[config.mk]
export PLATFORM = sky130hd
export DESIGN_NAME = program_loader
export DESIGN_NICKNAME = d
export VERILOG_FILES = /design/src/rtl/program_loader.sv
export SDC_FILE = /design/constraint.sdc
export NUM_CORES = 1
export LEC_CHECK = 0
export CORE_AREA = 2 2 92 94
export CTS_CLUSTER_SIZE = 40
export DETAILED_ROUTE_END_ITERATION = 12
export DIE_AREA = 0 0 94 96
export GPL_ROUTABILITY_DRIVEN = 0
export HOLD_SLACK_MARGIN = 0.08
export PLACE_DENSITY = 0.74
export SLEW_MARGIN = 20
export SYNTH_ARGS = -nofsm -noshare
export SYNTH_HDL_FRONTEND = slang
export SYNTH_SLANG_ARGS = --single-unit
[constraint.sdc]
create_clock -name clk -period 3.8 [get_ports clk]
set_clock_uncertainty 0.2 [all_clocks]
set_input_delay 0.38 -clock clk [delete_from_list [all_inputs] [get_ports clk]]
set_output_delay 0.38 -clock clk [all_outputs]
set_load 0.05 [all_outputs]
[src/rtl/program_loader.sv]
// Byte-stream program loader: packs little-endian bytes into instruction words,
// writes them to program memory at sequential addresses and holds the CPU in reset meanwhile.
module program_loader #(
  parameter int DATA_WIDTH = 32,
  parameter int ADD_WIDTH  = 7,
  parameter int BYTE_WIDTH = 8
) (
  input  logic                  clk,
  input  logic                  rst,
  input  logic                  load_start,
  input  logic                  load_end,
  input  logic [BYTE_WIDTH-1:0] byte_in,
  input  logic                  byte_valid,
  output logic                  byte_ready,
  output logic                  pm_wr_en,
  output logic [ADD_WIDTH-1:0]  pm_addr,
  output logic [DATA_WIDTH-1:0] pm_wr_data,
  output logic                  cpu_rst,
  output logic                  loading,
  output logic [ADD_WIDTH:0]    word_count,
  output logic                  overflow
);

  localparam int BYTES_PER_WORD = DATA_WIDTH / BYTE_WIDTH;
  localparam int IDX_WIDTH      = $clog2(BYTES_PER_WORD);

  localparam logic [ADD_WIDTH:0]   DEPTH    = {1'b1, {ADD_WIDTH{1'b0}}};
  localparam logic [ADD_WIDTH:0]   WC_ONE   = {{ADD_WIDTH{1'b0}}, 1'b1};
  localparam logic [IDX_WIDTH-1:0] IDX_ONE  = {{(IDX_WIDTH-1){1'b0}}, 1'b1};
  localparam logic [IDX_WIDTH-1:0] IDX_LAST = IDX_WIDTH'(BYTES_PER_WORD - 1);

  typedef enum logic [1:0] {
    S_IDLE,
    S_LOAD,
    S_FLUSH,
    S_RUN
  } state_t;

  state_t                state;
  logic [IDX_WIDTH-1:0]  byte_idx;
  logic [DATA_WIDTH-1:0] asm_reg;
  logic [DATA_WIDTH-1:0] asm_merged;
  logic                  accept;
  logic                  last_byte;
  logic                  flush_write;

  // Ready is derived only from registered state, so there is no input-to-ready path.
  assign byte_ready = (state == S_LOAD) && (word_count < DEPTH);
  assign loading    = (state == S_LOAD) || (state == S_FLUSH);
  assign accept     = byte_valid && byte_ready;
  assign last_byte  = accept && (byte_idx == IDX_LAST);

  // A partial word (including a byte taken in the load_end cycle) is written on entry to FLUSH.
  assign flush_write = load_end && (accept ? !last_byte : (byte_idx != '0));

  // The assembly register is cleared after every full word, so unfilled upper bytes read as zero.
  always_comb begin
    asm_merged = asm_reg;
    if (accept) begin
      asm_merged[int'(byte_idx) * BYTE_WIDTH +: BYTE_WIDTH] = byte_in;
    end
  end

  always_ff @(posedge clk) begin
    if (rst) begin
      state      <= S_IDLE;
      pm_wr_en   <= 1'b0;
      pm_addr    <= '0;
      pm_wr_data <= '0;
      word_count <= '0;
      overflow   <= 1'b0;
      cpu_rst    <= 1'b1;
      byte_idx   <= '0;
      asm_reg    <= '0;
    end else begin
      pm_wr_en <= 1'b0;
      case (state)
        S_IDLE, S_RUN: begin
          if (load_start) begin
            state      <= S_LOAD;
            cpu_rst    <= 1'b1;
            pm_addr    <= '0;
            word_count <= '0;
            overflow   <= 1'b0;
            byte_idx   <= '0;
            asm_reg    <= '0;
          end
        end

        S_LOAD: begin
          cpu_rst <= 1'b1;
          if (accept) begin
            if (last_byte) begin
              byte_idx <= '0;
              asm_reg  <= '0;
            end else begin
              byte_idx <= byte_idx + IDX_ONE;
              asm_reg  <= asm_merged;
            end
          end
          if (byte_valid && !byte_ready) begin
            overflow <= 1'b1;
          end
          // The write address is the number of words already written in this load.
          if (last_byte || flush_write) begin
            pm_wr_en   <= 1'b1;
            pm_addr    <= word_count[ADD_WIDTH-1:0];
            pm_wr_data <= asm_merged;
            word_count <= word_count + WC_ONE;
          end
          if (load_end) begin
            state <= S_FLUSH;
          end
        end

        S_FLUSH: begin
          state    <= S_RUN;
          cpu_rst  <= 1'b0;
          byte_idx <= '0;
          asm_reg  <= '0;
        end

        default: begin
          state   <= S_IDLE;
          cpu_rst <= 1'b1;
        end
      endcase
    end
  end

endmodule

==> reports/qor_table.md <==
| Quantity | This run |
| --- | --- |
| Result of the run | completed |
| Worst R2R End | asm_reg[15] |
| Initial antenna violation count | 0 |
| Inserted Clock Buffers | 9 |
| Overall die area | 9024 sq um |
| Power per cell area | 576.6 nW/um^2 |
| Reg2Reg Launch Point | state[1] |
| Mean cell area of the mapped netlist | 9.949 sq um |
| Chip height | 96 microns |
| Initial core utilization | 43.50% |
| Worst Tran Pin Value | 885.8 ps |
| CTS Root Buffer Type | clkbuf_8 |
| Most common cell after layout, fill and taps aside | dfxtp_1 |
| GRT Util Overall | 20.12% |
| Hold Vio Cnt, Final | 0 |
| Clock-pin slew on the worst setup and hold paths | 80 ps |
| Post-CTS setup-driven buffer insertion count | 0 |
| Final worst-path cycle share | 78.66% |
| Arrival time reported for the critical path endpoint | 2410 ps |
| Setup WS pre-CTS | 670.4 ps |
| Initial DRT Pass Iterations | 5 |
| Cts repair resizes | 0 |
| Setup violations, final | 0 |
| Syn-to-layout area delta | 25.94% |
| Worst relative slew slack | 40.82% |
| Post-synthesis sequential element count | 86 |
| Slowest cell on the critical path | clkdlybuf4s50_1 |
| Floorplan die width | 94 microns |
| Async S/R FF share, synth | 0% |
| Maximum number of pins on one net before global-route repair | 45 |
| Sink count of the clock tree | 86 |
| Hold buffer count at CTS | 0 |
| CP endpoint kind | primary output |
| DPL Wire Length | 5841 microns |
| Count of flip-flops with a built-in enable after synthesis | 0 |
| Synth warnings | 0 |
| Drt drc | 0 |
| Depth of the worst register-to-register path | 6 |
| Number of max-slew violations in the final report | 0 |
| Mapped cell area | 3502 sq um |
| Worst-case clock buffer depth | 2 |
| TritonCTS clock tree | built |
| Total global routing overflow | 0 |
| WS Path Type | flop to primary output |
| Post-Syn Instances | 352 |
| Initial detailed-routing violation count | 196 |
| Core Area | 8051 sq um |
| Metal1 wirelength | 4085 microns |
| Critical path capture point | byte_ready |
| Number of diodes added for antenna fixing | 0 |
| Global-route wire length before repair | 14180 microns |
| Min setup slack post-route | 811.0 ps |
| Setup TNS after final layout | 0 ps |
| Worst Setup Start Kind | flop |
| Top library cells by usage in the layout, fill and taps aside | 86 x dfxtp_1, 64 x clkdlybuf4s50_1, 44 x a21oi_1, 33 x a211oi_1, 24 x a22oi_1 |
| Clock latency of the later-clocked register in the worst-skew pair | 340 ps |
| Launching instance or port of the critical path | state[1] |
| Required time worst endpoint | 3220 ps |
| Critical path peak fanout | 31 |
| DRT antenna net count | 0 |
| Vias in the first global route | 2828 |
| Sum of met3 wire segment lengths after detailed routing | 487 microns |
| Max Clk Rate | 334.6 MHz |
| Sequential-to-total area share from yosys stat | 49.16% |
| Worst-case register-to-register setup slack | 980 ps |
| WL/cell | 17.13 microns |
| Total number of placement rows | 33 |
| Top routing layer in use | met4 |
| Routed wire length | 8892 microns |
| Synthesized Nets | 373 |
| Total via count after detailed routing | 3012 |
| Count of max-cap constraint violations | 0 |
| Metal2 WL | 4144 microns |
| RSZ-0062 raised after global routing | false |
| Worst Hold Class | flop to flop |
| LEAKAGE | 1.468 nW |
| Worst vdd ir | 0.0002342 V |
| Hold path startpoint | asm_reg[6] |
| Commonest register cell after synthesis | dfxtp_1 |
| Time the worst path needs with I/O delays and setup | 2989 ps |
| Top-level I/O count | 65 |
| Count of buffers from port buffering | 64 |
| Nets@finish | 430 |
| Level count of the clock H-tree | 3 |
| Distinct cell type count of the synthesized netlist | 42 |
| Largest stage delay, worst path | 830 ps |
| Routed vias/inst | 5.803 |
| Proportion of layout cells with a drive suffix above 1 | 7.729% |
| Cells along the critical path | inv_1 -> ha_2 -> nor2b_1 -> clkdlybuf4s50_1 |
| Total power | 0.002543 W |
-- how the worst min path moves through the flow --
stage | endpoint | depth (start not counted)
finish | asm_reg[6] | 1
global route | asm_reg[4] | 1
CTS | asm_reg[4] | 1
detailed placement | asm_reg[4] | 1
global placement | asm_reg[1] | 1
floorplan | asm_reg[0] | 1
-- where the power goes --
group / switching (W) / total (W) / internal, W
combinational: 0.000629 / 0.000903 / 0.000274
sequential: 0.0000428 / 0.00101 / 0.000968
clock: 0.000322 / 0.000629 / 0.000307
-- critical path: cells and delay by family, from the launching register on --
| family | cells | cell delay (ps) |
|---|---|---|
| fa+ha+maj | 1 | 580 |
| simple gates | 1 | 270 |
| buf+inv | 2 | 890 |
| flops | 1 | 330 |
-- layout make-up --
| type | instances | area (sq um) |
|---|---|---|
| fill | 727 | 3641 |
| tap | 105 | 131.4 |
| clock inverter | 5 | 58.81 |
| multi-input combinational | 233 | 1652 |
| inverter | 10 | 37.54 |
| sequential | 86 | 1722 |
| clock buffer | 11 | 131.4 |
| timing repair buffer | 69 | 678.2 |
-- cells in the mapped netlist, types with 4 or more instances --
| library cell | count | area share, % |
|---|---|---|
| a21oi_1 | 44 | 6.3 |
| a22oi_1 | 24 | 5.1 |
| nor2_1 | 10 | 1.1 |
| nand2_1 | 4 | 0.43 |
| a31oi_1 | 9 | 1.6 |
| inv_1 | 10 | 1.1 |
| ha_1 | 8 | 2.9 |
| a22o_1 | 16 | 4.0 |
| clkbuf_1 | 16 | 1.7 |
| nand2b_1 | 4 | 0.71 |
| o21ai_0 | 8 | 1.1 |
| buf_2 | 5 | 0.71 |
| dfxtp_1 | 86 | 49 |
| and2_1 | 17 | 3.0 |
| nor2b_1 | 6 | 1.1 |
| a211oi_1 | 33 | 7.1 |
| or3_1 | 4 | 0.71 |
| o2bb2ai_1 | 16 | 4.0 |
-- metrics by stage --
step	cells	util, %	area (sq um)	hold slack [ps]
2_1_floorplan	352	-	3502	224.2
3_3_place_gp	503	52.35	4215	236.2
3_5_place_dp	503	52.35	4215	240.1
4_1_cts	519	54.72	4405	263.9
5_1_grt	519	54.78	4410	282.0
6_report	519	54.78	4410	259.2
-- per-layer routing --
metal / vias up / global-route usage, %
met2: 112 / 31.67
li1: 1456 / -
met3: 14 / 4.229
met5: - / 0
met4: 0 / 6.884
met1: 1430 / 27.57
-- logic make-up after synthesis --
family | after synthesis | synth area share, %
AO/OA/AOI/OAI | 158 | 31.15
flip-flops | 86 | 49.16
AND/OR/NAND/NOR | 65 | 12.29
buffers and inverters | 33 | 3.930
adder cells (fa/ha/maj) | 8 | 2.858
multiplexers | 2 | 0.6073
Power figures use the tool's default switching activity.
